===== src/rtl/benes_xbar_pipe.sv =====
// Pipelined N-lane Benes permutation crossbar with valid/ready flow control and a
// double-buffered routing table. Define BXP_PERF_CNT_EN to add beat/stall counters.
module benes_xbar_pipe #(
  parameter int N          = 8,
  parameter int LOG_N      = 3,
  parameter int DATA       = 16,
  parameter int PIPE_EVERY = 2,
  parameter int STG_W      = 3
) (
  input  logic                 clk,
  input  logic                 rst,
  input  logic                 in_valid,
  output logic                 in_ready,
  input  logic [N*DATA-1:0]    in_data,
  output logic                 out_valid,
  input  logic                 out_ready,
  output logic [N*DATA-1:0]    out_data,
  input  logic                 cfg_we,
  input  logic [STG_W-1:0]     cfg_stage,
  input  logic [N/2-1:0]       cfg_sel,
  input  logic                 cfg_commit,
  output logic                 cfg_busy
`ifdef BXP_PERF_CNT_EN
  ,
  output logic [31:0]          perf_beats,
  output logic [31:0]          perf_stall
`endif
);

  localparam int S = 2*LOG_N - 1;
  localparam int R = (S + PIPE_EVERY - 1) / PIPE_EVERY;
  localparam int W = N*DATA;

  typedef enum logic [1:0] {RUN, DRAIN, SWAP} state_e;

  state_e         state_q, state_d;
  logic [N/2-1:0] act_q [S];
  logic [N/2-1:0] shd_q [S];
  logic [R-1:0]   vld_q;
  logic [W-1:0]   rank_q [R];
  logic [W-1:0]   rank_in [R];
  logic [W-1:0]   col_in [S];
  logic [W-1:0]   col_out [S];
  logic [R-1:0]   load;
  logic [R-1:0]   up_vld;
  logic           accept;

  // Switch columns: each column is fed either by the previous column or, at the
  // start of a register segment, by the preceding rank (or the input port).
  for (genvar s = 0; s < S; s++) begin : g_col
    localparam int D = (s < LOG_N) ? (LOG_N - 1 - s) : (s - LOG_N + 1);
    logic [W-1:0] xo;
    if (s % PIPE_EVERY == 0) begin : g_head
      if (s == 0) begin : g_first
        assign col_in[s] = in_data;
      end else begin : g_rank
        assign col_in[s] = rank_q[s/PIPE_EVERY - 1];
      end
    end else begin : g_chain
      assign col_in[s] = col_out[s-1];
    end
    for (genvar p = 0; p < N; p++) begin : g_sw
      if (((p >> D) & 1) == 0) begin : g_pair
        localparam int Q = p | (1 << D);
        localparam int J = ((p >> (D + 1)) << D) | (p & ((1 << D) - 1));
        assign xo[p*DATA +: DATA] = act_q[s][J] ? col_in[s][Q*DATA +: DATA]
                                                : col_in[s][p*DATA +: DATA];
        assign xo[Q*DATA +: DATA] = act_q[s][J] ? col_in[s][p*DATA +: DATA]
                                                : col_in[s][Q*DATA +: DATA];
      end
    end
    assign col_out[s] = xo;
  end

  for (genvar k = 0; k < R; k++) begin : g_rank_in
    localparam int LAST = ((k + 1)*PIPE_EVERY - 1 < S) ? ((k + 1)*PIPE_EVERY - 1) : (S - 1);
    assign rank_in[k] = col_out[LAST];
  end

  // A rank may load when empty or when its content moves on this same cycle.
  always_comb begin
    logic nxt;
    load = '0;
    nxt  = out_ready;
    for (int k = R - 1; k >= 0; k--) begin
      nxt     = !vld_q[k] || nxt;
      load[k] = nxt;
    end
  end

  assign in_ready = !rst && (state_q == RUN) && load[0];
  assign accept   = in_valid && in_ready;

  always_comb begin
    up_vld    = '0;
    up_vld[0] = accept;
    for (int k = 1; k < R; k++) up_vld[k] = vld_q[k-1];
  end

  always_ff @(posedge clk or posedge rst) begin
    if (rst) begin
      vld_q <= '0;
      for (int k = 0; k < R; k++) rank_q[k] <= '0;
    end else begin
      for (int k = 0; k < R; k++) begin
        if (load[k]) begin
          vld_q[k] <= up_vld[k];
          if (up_vld[k]) rank_q[k] <= rank_in[k];
        end
      end
    end
  end

  assign out_valid = vld_q[R-1];
  assign out_data  = rank_q[R-1];
  assign cfg_busy  = (state_q != RUN);

  // Commit waits for every rank to empty so no beat ever sees a mixed table.
  always_comb begin
    state_d = state_q;
    case (state_q)
      RUN:     if (cfg_commit) state_d = DRAIN;
      DRAIN:   if (vld_q == '0) state_d = SWAP;
      SWAP:    state_d = RUN;
      default: state_d = RUN;
    endcase
  end

  always_ff @(posedge clk or posedge rst) begin
    if (rst) begin
      state_q <= RUN;
      for (int s = 0; s < S; s++) begin
        act_q[s] <= '0;
        shd_q[s] <= '0;
      end
    end else begin
      state_q <= state_d;
      for (int s = 0; s < S; s++) begin
        if (cfg_we && (int'(cfg_stage) == s)) shd_q[s] <= cfg_sel;
        if (state_q == SWAP) act_q[s] <= shd_q[s];
      end
    end
  end

`ifdef BXP_PERF_CNT_EN
  logic [31:0] beats_q, stall_q;

  always_ff @(posedge clk or posedge rst) begin
    if (rst) begin
      beats_q <= '0;
      stall_q <= '0;
    end else begin
      if (out_valid && out_ready && (beats_q != 32'hFFFF_FFFF)) beats_q <= beats_q + 32'd1;
      if (out_valid && !out_ready && (stall_q != 32'hFFFF_FFFF)) stall_q <= stall_q + 32'd1;
    end
  end

  assign perf_beats = beats_q;
  assign perf_stall = stall_q;
`endif

endmodule

===== config.mk =====
export PLATFORM = sky130hd
export DESIGN_NAME = benes_xbar_pipe
export DESIGN_NICKNAME = d
export VERILOG_FILES = /design/src/rtl/benes_xbar_pipe.sv
export SDC_FILE = /design/constraint.sdc
export NUM_CORES = 1
export LEC_CHECK = 0
export CAP_MARGIN = 15
export CELL_PAD_IN_SITES_DETAIL_PLACEMENT = 1
export CELL_PAD_IN_SITES_GLOBAL_PLACEMENT = 1
export CORE_MARGIN = 10
export CORE_UTILIZATION = 40
export DETAILED_ROUTE_END_ITERATION = 10
export PLACE_DENSITY_LB_ADDON = 0.25
export RECOVER_POWER = 100
export SETUP_SLACK_MARGIN = 0.05
export SYNTH_ARGS = -nofsm -noshare
export SYNTH_HDL_FRONTEND = slang
export SYNTH_SLANG_ARGS = --single-unit

===== constraint.sdc =====
create_clock -name clk -period 14.1 [get_ports clk]
set_input_delay 2.82 -clock clk [delete_from_list [all_inputs] [get_ports clk]]
set_output_delay 2.82 -clock clk [all_outputs]
set_load 0.005 [all_outputs]

# Word-level counts from Yosys, hierarchy flattened
# Index checks and enable logic that the tools add are counted.
[word_totals]
input_bits = 141
out_inout_bits = 131
reg_bits = 429
[classes]
n_reduce_logical = 23
eq_ne = 8
n_mux = 43
[op_table]
columns = ["operator", "n"]
rows = [
  ["16-bit 2-to-1 mux", 40],
  ["3-bit == test (second input constant)", 3],
  ["1-bit logical AND", 8],
  ["2-bit AND reduction", 4],
  ["3-bit logical NOT", 2],
  ["1-bit logical NOT", 4],
  ["2-bit 2-to-1 mux", 2],
  ["2-bit != test (second input constant)", 2],
  ["2-bit one-hot mux with 2 select lines", 1],
  ["3-bit by 2-bit == test with 1-bit output (second input constant)", 1],
  ["1-bit logical OR", 3],
  ["2-bit by 1-bit == test with 1-bit output (second input constant)", 1],
  ["2-bit == test (second input constant)", 1],
  ["2-bit logical NOT", 1],
  ["2-bit nonzero test", 1],
]

# Longest topological paths before layout
[depth]
word_depth = 7
ltp_mapped = 6
depth_no_buf = 3

# Least setup slack after synthesis
# Ideal clock, no wire load.
[synth_path]
path_kind = "input to output"
start = "input out_ready"
end = "output in_ready"
path_slack_ns = 8.059
arrival_time_ns = 3.221
path_stages = 2
path_cell_list = "nand4b_2 and2_1"
[synth_via]
elab_chain_len = 4
[synth_rtl]
columns = ["item", "line_no", "rtl"]
rows = [
  ["start, declared", "16", "input logic out_ready,"],
  ["1-bit logical OR (3 in a row)", "86", "nxt = !vld_q[k] || nxt;"],
  ["1-bit logical AND", "91", "assign in_ready = !rst && (state_q == RUN) && load[0];"],
  ["end, declared", "13", "output logic in_ready,"],
]
# No other way between the ends.

# Worst setup path in the final report
[layout_path]
start = "input out_ready"
end = "register rank_q, in the netlist col_in[371]"
[layout_via]
elab_chain_len = 6
[layout_rtl]
columns = ["item", "line_no", "rtl"]
rows = [
  ["1-bit logical OR * (3 in a row)", "86", ""],
  ["1-bit logical AND", "91", ""],
  ["1-bit logical AND", "92", "assign accept = in_valid && in_ready;"],
  ["2-bit AND reduction (no source line) *", "--", ""],
  ["end signal, assigned by index", "108", "if (up_vld[k]) rank_q[k] <= rank_in[k];"],
  ["end, declared", "40", "logic [W-1:0] rank_q [R];"],
]
# Mark *: on every way between the ends. The rest lies on a longest branch, timed or not.
# A chain may end at the register's enable or synchronous reset.

==> results.md <==
* Post-synth EDFFs at 0
* Finished layout cell area at roughly 27000 µm²
* Top cells by count, synth: 640 x mux2i_1, 429 x dfrtp_1, 187 x mux2_2
* CTS clk-pin slew, worst paths at approximately 0.06 ns
* Sequential Power Share at between 30% and 40%
* Leak at approximately 12 nW
* DR pass1 iterations at 5
* Chip Height at roughly 260 µm
* Worst rel slew slack at -172%
* P_sw at 2.94 mW
* Net count, final at about 2100
* Port bufs at approximately 270
* Global-route wire length before repair at about 110000 µm
* Largest net degree at the start of global routing at roughly 190
* Crit share post-route at 65.5%
* Share of post-route cells with drive strength above 1 at around 14%
* Worst-Margin Slew at roughly 4.1 ns
* All-Layer GR Usage at just over 20%
* Vias at around 16000
* Starting Density at 40.6%
* Predominant post-synthesis flop cell: dfrtp_1
* Comb pwr share at between 40 and 50%
* Count leader, synth: mux2i_1
* RSZ-0062 raised after global routing: false
* Crit. End Element: flop
* Syn Area/Cell at 13.0 µm²
* Hold Slack at approximately 0.50 ns
* Gpl congestion at around 0.81
* DRC at 0
* Fin. max-slew vios at 577
* Design Power at 7.09 mW
* Vias in the first global route at roughly 16000
* Max-cap viol count at 9
* Cell taking the most area after synthesis: dfrtp_1
* Clk pwr share at between 10% and 20%
* Seq/Total Area, Yosys at 45.7%
* Number of library cell types mapped by synthesis at 31
* Sw frac at between 40% and 50%
* Netlist Area Pre-Place at around 23000 µm²
* Cell Rows at between 80 and 90
* Io pins at 272
* Setup TNS at 0 ns
* Clk Tree Root Cell: clkbuf_16
* Core Area at about 58000 µm²
* Int Power at a little over 4 mW
* CTS resizes at 0
* CTS tree: built
* Worst vdd ir at 0.000101 V
* Final Hold Viols at 0
* Hold_buf cts at 0
* Pwr Density at ~260 nW/µm²
* Worst EP arrival at 9.69 ns
* Achievable Freq at around 110 MHz
* Worst-Skew Late Latency at 0.59 ns
* Main area contributors after synthesis: dfrtp_1 46%, mux2i_1 27%, mux2_2 9.0%, mux2_4 7.0%, a31oi_1 3.4%
* CTS sink count at approximately 430
* Status: finished with violations
* Wire per inst at 26.4 µm
* Number of buffers added for setup after CTS at 0
* Crit start category: input port
* Minimum clock period at 9.23 ns
* CP Class: input port to flop
* Share of the synthesized area in the top cell type at 45.7%
* CP max FO at 58
* Synth Instances at ~1800
* Async S/R FF share, synth at 100%
* Antenna viol nets, final at 0
* Grt ovf at 0
* CTS max path bufs at 3
* Yosys warning count at 0
* CTS buffer count at between 40 and 50
* Setup-failing EPs final at 0
* Die ar. at roughly 69000 µm²
* Area Overhead vs Synth at 16.8%
* Hold Crit Class: flop to flop
* Syn Nets at about 2000
* Final WL at 73600 µm
* Antenna violations before repair at 0
* CP required at roughly 15 ns
* Via/cell ratio at ~5.6
* Iter 0 DRT Violations at approximately 900
* Yosys reg bits at ~430
* Hpwl dp at 56700 µm
* Setup Skew at around 0.018 ns
* Inserted Diodes at 0
* H-tree depth at 2
* Horiz. Die Dim at roughly 260 µm
* Placed instance area at between 20000 and 30000 µm²
* Violated checks: max-capacitance violations, max-slew violations
==> cells in the final DEF, fill, tap and decap left out, types with 2 or more instances in the layout <==
cell type and n:
mux2i_1 640, dfrtp_1 417, mux2_2 184, clkdlybuf4s50_1 137
dlygate4sd3_1 134, a21oi_1 128, a31oi_1 128, mux2_1 110
clkbuf_16 48, clkbuf_1 19, dfrtp_2 12, clkbuf_8 10
buf_4 10, clkinv_2 7, nand2_1 3, nand2b_1 3
bufinv_16 3, mux2_4 2, nor3_1 2, nand4b_1 2
and4bb_1 2, buf_12 2
==> layout make-up <==
class	count	area [µm²]
Clock buffer	69	1380
Clock inverter	13	158
Fill cell	6017	30500
Inverter	1	5.00
Multi-Input combinational cell	1214	11300
Sequential cell	429	10800
Tap cell	765	957
Timing Repair Buffer	291	2860
==> power by group through the flow <==
stage          Combinational [mW]  Clock, mW  Sequential (mW)
2_1_floorplan                2.44          0             2.20
3_3_place_gp                 3.27          0             2.70
3_5_place_dp                 3.35          0             2.75
4_1_cts                      3.37       1.27             2.73
5_1_grt                      3.39       1.32             2.80
6_report                     3.13       1.24             2.72
==> state kept, by name, indices dropped and copies added, names as in the netlist <==
name	flops
act_q	20
col_in	256
out_data	128
shd_q	20
state_q	2
vld_q	3
==> cells by family after synthesis <==
kind of cell           after synthesis  share of synthesized area (%)
muxes                              936                           43.2
DFF                                429                           45.7
buffers and inverters              169                           4.21
and+or+nand+nor                     21                          0.751
AOI/OAI and AO/OA                  257                           6.17
==> layer usage <==
metal | track usage, % | vias to the layer above | part of all wire, %
met5 | 0 | - | 0
met4 | 4.28 | 0 | 1.3
met3 | 3.35 | 63 | 4.2
met2 | 31.5 | 293 | 45
met1 | 30.0 | 8066 | 50
li1 | - | 7112 | -
==> final timing paths <==
kind	start	slack (ns)	depth (start not counted)	endpoint
hold reg to reg	shd_q[17]$_DFFE_PP0P_	0.50	1	act_q[17]$_DFFE_PP0N_
min in group asynchronous	rst	3.04	3	state_q[0]$_DFFE_PP0P_
hold / removal	shd_q[17]$_DFFE_PP0P_	0.50	1	act_q[17]$_DFFE_PP0N_
max in group asynchronous	rst	6.29	4	act_q[1]$_DFFE_PP0N_
setup / recovery	out_ready	4.87	6	col_in[371]$_DFFE_PP0P_
setup reg to reg	vld_q[1]$_DFFE_PP0P_	6.39	5	col_in[371]$_DFFE_PP0P_
==> critical path, cell delays in order <==
cell and delay, ns:
dlygate4sd3_1 0.63, nand4b_1 0.32, nand3_1 1.06, clkbuf_1 2.33
clkbuf_1 2.01, mux2_2 0.47
==> per-stage QoR <==
| step | util [%] | worst slack (ns) | instances |
|---|---|---|---|
| 2_1_floorplan | - | 5.49 | 1812 |
| 3_3_place_gp | 45.6 | 6.93 | 2699 |
| 3_5_place_dp | 45.6 | 6.92 | 2699 |
| 4_1_cts | 48.2 | 6.90 | 2781 |
| 5_1_grt | 47.4 | 4.25 | 2782 |
| 6_report | 47.4 | 4.87 | 2782 |
Power figures use the tool's default switching activity.
